[config.mk]
export PLATFORM = sky130hd
export DESIGN_NAME = io_out_fifo
export DESIGN_NICKNAME = d
export VERILOG_FILES = /design/src/rtl/io_out_fifo.sv
export SDC_FILE = /design/constraint.sdc
export NUM_CORES = 1
export LEC_CHECK = 0
export ABC_AREA = 1
export CAP_MARGIN = 20
export CORE_UTILIZATION = 45
export DETAILED_ROUTE_END_ITERATION = 16
export GPL_TIMING_DRIVEN = 0
export HOLD_SLACK_MARGIN = 0.12
export PLACE_DENSITY_LB_ADDON = 0.3
export SLEW_MARGIN = 25
export SYNTH_ARGS = -nofsm -noshare
export SYNTH_HDL_FRONTEND = slang
export SYNTH_SLANG_ARGS = --single-unit
[constraint.sdc]
create_clock -name clk -period 6.1 [get_ports clk]
set_clock_uncertainty 0.05 [all_clocks]
set_input_delay 1.22 -clock clk [delete_from_list [all_inputs] [get_ports clk]]
set_output_delay 1.22 -clock clk [all_outputs]
set_load 0.01 [all_outputs]
[src/rtl/io_out_fifo.sv]
// Output word FIFO between the core and the UART output stage.
// Show-ahead read port; pop is the handshake cycle itself (out_req).
`ifndef WORD_W
`define WORD_W 32
`endif

module io_out_fifo #(
   parameter int DEPTH = 16,
   parameter int PTR_W = 4
) (
   input  logic               clk,
   input  logic               rstn,
   input  logic               push,
   input  logic [`WORD_W-1:0] push_data,
   input  logic               flush,
   output logic               full,
   output logic               empty,
   output logic [PTR_W:0]     count,
   output logic               overflow,
   output logic               out_req,
   output logic [`WORD_W-1:0] out_data,
   input  logic               out_busy
);

   localparam logic [PTR_W:0] DEPTH_C = (PTR_W+1)'(DEPTH);

   logic [`WORD_W-1:0] mem [DEPTH];
   logic [PTR_W-1:0]   rd_ptr;
   logic [PTR_W-1:0]   wr_ptr;
   logic [PTR_W:0]     cnt;
   logic               ovf;
   logic               pop;
   logic               push_ok;
   logic               push_drop;

   // Status comes only from the registered count, never from this cycle's push.
   assign empty    = (cnt == '0);
   assign full     = (cnt == DEPTH_C);
   assign count    = cnt;
   assign overflow = ovf;

   assign out_req  = rstn & ~empty & ~out_busy & ~flush;
   assign out_data = mem[rd_ptr];
   assign pop      = out_req;

   // A pop in the same cycle frees the slot, so a full FIFO still accepts.
   assign push_ok   = push & ~flush & (~full | pop);
   assign push_drop = push & ~flush & full & ~pop;

   always_ff @(posedge clk) begin
      if (!rstn) begin
         rd_ptr <= '0;
         wr_ptr <= '0;
         cnt    <= '0;
         ovf    <= 1'b0;
      end else if (flush) begin
         rd_ptr <= '0;
         wr_ptr <= '0;
         cnt    <= '0;
         ovf    <= 1'b0;
      end else begin
         if (pop)
            rd_ptr <= rd_ptr + PTR_W'(1);
         if (push_ok)
            wr_ptr <= wr_ptr + PTR_W'(1);
         case ({push_ok, pop})
            2'b10:   cnt <= cnt + (PTR_W+1)'(1);
            2'b01:   cnt <= cnt - (PTR_W+1)'(1);
            default: cnt <= cnt;
         endcase
         if (push_drop)
            ovf <= 1'b1;
      end
   end

   // Storage is not reset; queued words are discarded by the pointer reset.
   always_ff @(posedge clk) begin
      if (rstn && push_ok)
         mem[wr_ptr] <= push_data;
   end

endmodule
# After elaboration in Yosys (flattened, before gate mapping)
# Memories as Yosys holds them, arrays and structs flattened. A register that Yosys moved wholly into a read port is not among the register bits.
# Index checks and enable logic that the tools add are counted.
dict set report op_classes {
  n_addsub 4
  eq_ne 3
  n_mux 5
  n_bitwise 14
  n_reduce_logical 4
}
# operator n
set ops {}
lappend ops {{case mux 5 bit (2 select lines)} 1}
lappend ops {{adder 4 x 1 -> 4 bit, second input constant} 2}
lappend ops {{2-to-1 mux 4 bit} 2}
lappend ops {{bitwise AND 1 bit} 7}
lappend ops {{NOT 1 bit} 6}
lappend ops {{adder 5 x 1 -> 5 bit, second input constant} 1}
lappend ops {{equality test 5 bit, second input constant} 1}
lappend ops {{zero test 5 bit} 1}
lappend ops {{subtractor 5 x 1 -> 5 bit, second input constant} 1}
lappend ops {{equality test 2 x 1 -> 1 bit, second input constant} 1}
lappend ops {{equality test 2 bit, second input constant} 1}
lappend ops {{2-to-1 mux 1 bit} 2}
lappend ops {{nonzero test 2 bit} 1}
lappend ops {{OR reduction 2 bit} 1}
lappend ops {{logical AND 1 bit} 1}
lappend ops {{bitwise OR 1 bit} 1}
dict set report totals {
  reg_bits 14
  mem_bits_rw 512
  inputBits 37
  out_inout_bits 41
  wordCells 35
  mem_count 1
}
# memory depth width rd rd_ports_with_merged_regs wr line
set memory_table {}
lappend memory_table {mem 16 32 1 1 1 27} ;# logic [`WORD_W-1:0] mem [DEPTH];

# Logic depth before layout (Yosys ltp)
dict set report logic_depth {
  word_depth 10
  ltp_mapped 16
  depth_no_buf 16
}

# Least setup slack after synthesis
# OpenSTA, ideal clock, no wires.
dict set report synth_timing {
  kind {input port to flip-flop}
  startpoint {in flush}
  endpoint {mem mem[10][0] (netlist bit) (enable)}
  setup_ns 0.461
  t_arrival_ns 4.179
  path_slack_ns 1.410
  stages 8
  path_buffers 1
  cell_sequence {inv_1 -> nand2_4 -> nor2_8 -> nor2_2 -> nor2_4 -> inv_2 -> buf_2 -> nor3_1}
}
dict set report synth_via {
  elab_chain_len 7
  word_cells_on_any_way 8
}
# item line
set synth_rtl {}
lappend synth_rtl {{start: declaration} 15} ;# input logic flush,
lappend synth_rtl {{NOT 1 bit (*)} {42, 47}}
lappend synth_rtl {{bitwise AND 1 bit} 42} ;# assign out_req = rstn & ~empty & ~out_busy & ~flush;
lappend synth_rtl {{bitwise OR 1 bit} 47} ;# assign push_ok = push & ~flush & (~full | pop);
lappend synth_rtl {{bitwise AND 1 bit (*)} 47}
lappend synth_rtl {{logical AND 1 bit (*)} 78} ;# if (rstn && push_ok)
lappend synth_rtl {{2-to-1 mux 1 bit (*)} 78}
lappend synth_rtl {{2-to-1 mux 1 bit (implied by the code) (*)} 79} ;# mem[wr_ptr] <= push_data;
lappend synth_rtl {{end: declaration} 27}
# Every way passes the cells marked *; elsewhere a longest branch is shown, timed or not.

==> flow_summary.ini <==
[outcome]
status = complete, but fails checks
violations = design-rule violations

[cells_and_area]
syn2layout_area_growth_pct = 18.5
stdcell_area_um2 = 25400
fin_util_pct = 54.4
fin_nets = 1736
drive_gt1_share_pct = 12.8

[floorplanning]
die_y_um = 220
die_w_um = 220
initial_core_util_pct = 45.9
coreArea_um2 = 46800
fp.dieArea_um2 = 48500
ios = 78
rows = 79

[route]
vias = 13300
ant_nets = 0
wl_per_cell_um = 24.7
vias_per_cell = 5.69
route.detailed.drc = 2
drt_first_pass_iters = 11
totalWireLength_um = 57900
dr.first_iter.drc_count = 1308

[worst_setup_path]
worstSetupPathType = flip-flop to output port
reg2reg_setup_slack_ns = 3.22
worstPathRequired_ns = 4.83
critPathLaunchType = flip-flop
cp_slowest_cell = clkbuf_1
end_kind = output port
path_cells = buf_2 > clkbuf_1 > clkbuf_1 > o211ai_1 > nand3_1 > nand2_1 > clkdlybuf4s50_1
timing.critical_path.mode_cell = clkbuf_1
path_max_fanout = 10
cp.depth = 7
critPathBufInv = 4
slowest_delay_ns = 0.74
crit_arrival_ns = 3.35
crit_family = buffers and inverters
reg2reg_depth = 10

[timing]
finalSetupTns_ns = 0
setup_viol = 0
rsz0062_at_grt = no
fmax_ghz = 0.216
drv_slew = 0
fin_crit_ns = 4.62
maxSlewHeadroom_pct = 32.8
fin_crit_sh_pct = 75.7
worst_pin_slew_ns = 1.01
finalHoldViolations = 0

[clocking]
cts_setup_buffers = 0
post_cts_resized = 0
clk_pin_slew_worst_paths_ns = 0.06
htree_levels = 2
clkSinkCount = 530
cts_tree = done
clk_path_buf_depth = 3
ctsHoldBuffers = 0
clockRootBuffer = clkbuf_16
cts_buffers = 54
insertion_delay_ns = 0.60

[synth]
synth_edf_count = 512
synth_cells = 1493
yosys_warnings = 0
synthDistinctLibCells = 35
ys_top_cells_by_count = 512 x edfxtp_1, 159 x o21ai_0, 156 x inv_1
synth_ff_type = edfxtp_1
synthArstFlopShare_pct = 0
synth.area.top_cells = edfxtp_1 72%, mux2i_1 6.0%, o211ai_1 4.5%
ys_seq_area_share_pct = 73.4
ys_seq_elements = 530
yosysTopAreaCellShare_pct = 71.7
syn_area_um2 = 21400
yosysMostFrequentCell = edfxtp_1
synth.net_count = 1537
syn_avg_cell_area_um2 = 14.4
synth_area_leader_cell = edfxtp_1

[place]
place_area_um2 = 23700
numPortBuffers = 77
place_congestion = 0.816
dp_hpwl_um = 39700

[power_and_ir_drop]
peakVddDrop_mv = 0.175
powerDensity_nw_per_um2 = 296
p_leak_nw = 8.43

[global_routing]
grt_use_total_pct = 24.2
grt_max_degree = 19
antenna_found_initial = 1
overflow = 0
grt_pass1_wl_um = 84400
first_global_vias = 13400

[hold_path]
hp-class = flip-flop to flip-flop
hold_path_depth = 2

[run]
maxCapViolCount = 0
==> area by class of cell <==
type | instances | area, µm²
Tap cell | 607 | 759
Inverter | 160 | 601
Sequential cell | 530 | 15700
Clock inverter | 29 | 199
Fill cell | 3721 | 21300
Antenna cell | 1 | 2.50
Clock buffer | 69 | 1510
Multi-Input combinational cell | 711 | 4690
Timing Repair Buffer | 143 | 1410
Buffer | 92 | 507
==> power breakdown <==
part	total [mW]	internal, mW	switching, mW
clock network	3.21	1.82	1.39
logic	0.302	0.111	0.191
registers	4.00	4.00	0.00467
==> metal layers <==
metal	wire, µm	part of all wire, %	global-route usage (%)	vias to the layer above
li1	-	-	-	5995
met1	23100	40	31.5	6646
met2	28000	48	40.0	574
met3	5040	8.7	5.17	110
met4	1700	2.9	8.32	0
met5	0	0	0	-
==> worst paths after layout <==
kind,from,endpoint
min reg2reg,overflow,overflow
max,flip-flop,out_data[17]
min,overflow,overflow
max reg2reg,count[0],mem[9][10]
==> registers in the layout (all words and copies together), names as in the netlist, named ones only <==
| signal | cells |
|---|---|
| overflow | 1 |
| count | 5 |
| rd_ptr | 4 |
| mem | 512 |
| wr_ptr | 4 |
==> worst min-delay path, stage by stage, from the launching register on <==
cell,delay (ns)
dfxtp_1,0.34
a31oi_1,0.05
nor2_1,0.07
==> logic make-up after synthesis <==
family / Yosys count / synth area share [%]
AND/OR/NAND/NOR: 139 / 3.28
buffers and inverters: 252 / 5.16
multiplexers: 128 / 5.97
flip-flops: 530 / 73.4
adder cells (fa/ha/maj): 7 / 0.408
XOR/XNOR: 1 / 0.0408
AO/OA/AOI/OAI: 436 / 11.8
==> cell usage in the layout, fill, tap and decap left out, types with 4 or more instances in the layout <==
master,netlist,routed
nor2_4,1,5
clkinv_2,0,9
mux2i_1,128,128
o211ai_1,128,128
edfxtp_1,512,512
o21ai_0,159,159
nor2_2,5,5
clkbuf_16,0,56
nor3_2,0,12
buf_2,15,15
buf_16,0,4
clkinv_1,1,15
ha_1,7,7
clkdlybuf4s50_1,0,77
buf_4,6,56
clkbuf_1,41,48
a21oi_1,136,136
dfxtp_1,18,18
buf_6,16,25
o21ai_1,9,9
nand3_1,42,42
clkbuf_8,0,6
nand2_2,5,5
inv_1,156,156
nor2_1,14,10
buf_1,14,14
nand2_1,49,49
==> per-stage QoR <==
step                      std cells  total power, mW  hold slack (ns)  setup slack [ns]
after detailed placement       2243             4.38            0.419              1.74
after CTS                      2341             7.54            0.437              1.49
after global placement         2177             4.37            0.414             -2.20
final                          2342             7.52            0.438              1.48
after global routing           2342             7.69            0.465              1.41
after floorplan                1493             4.22            0.410              1.41
Power figures use the tool's default switching activity.
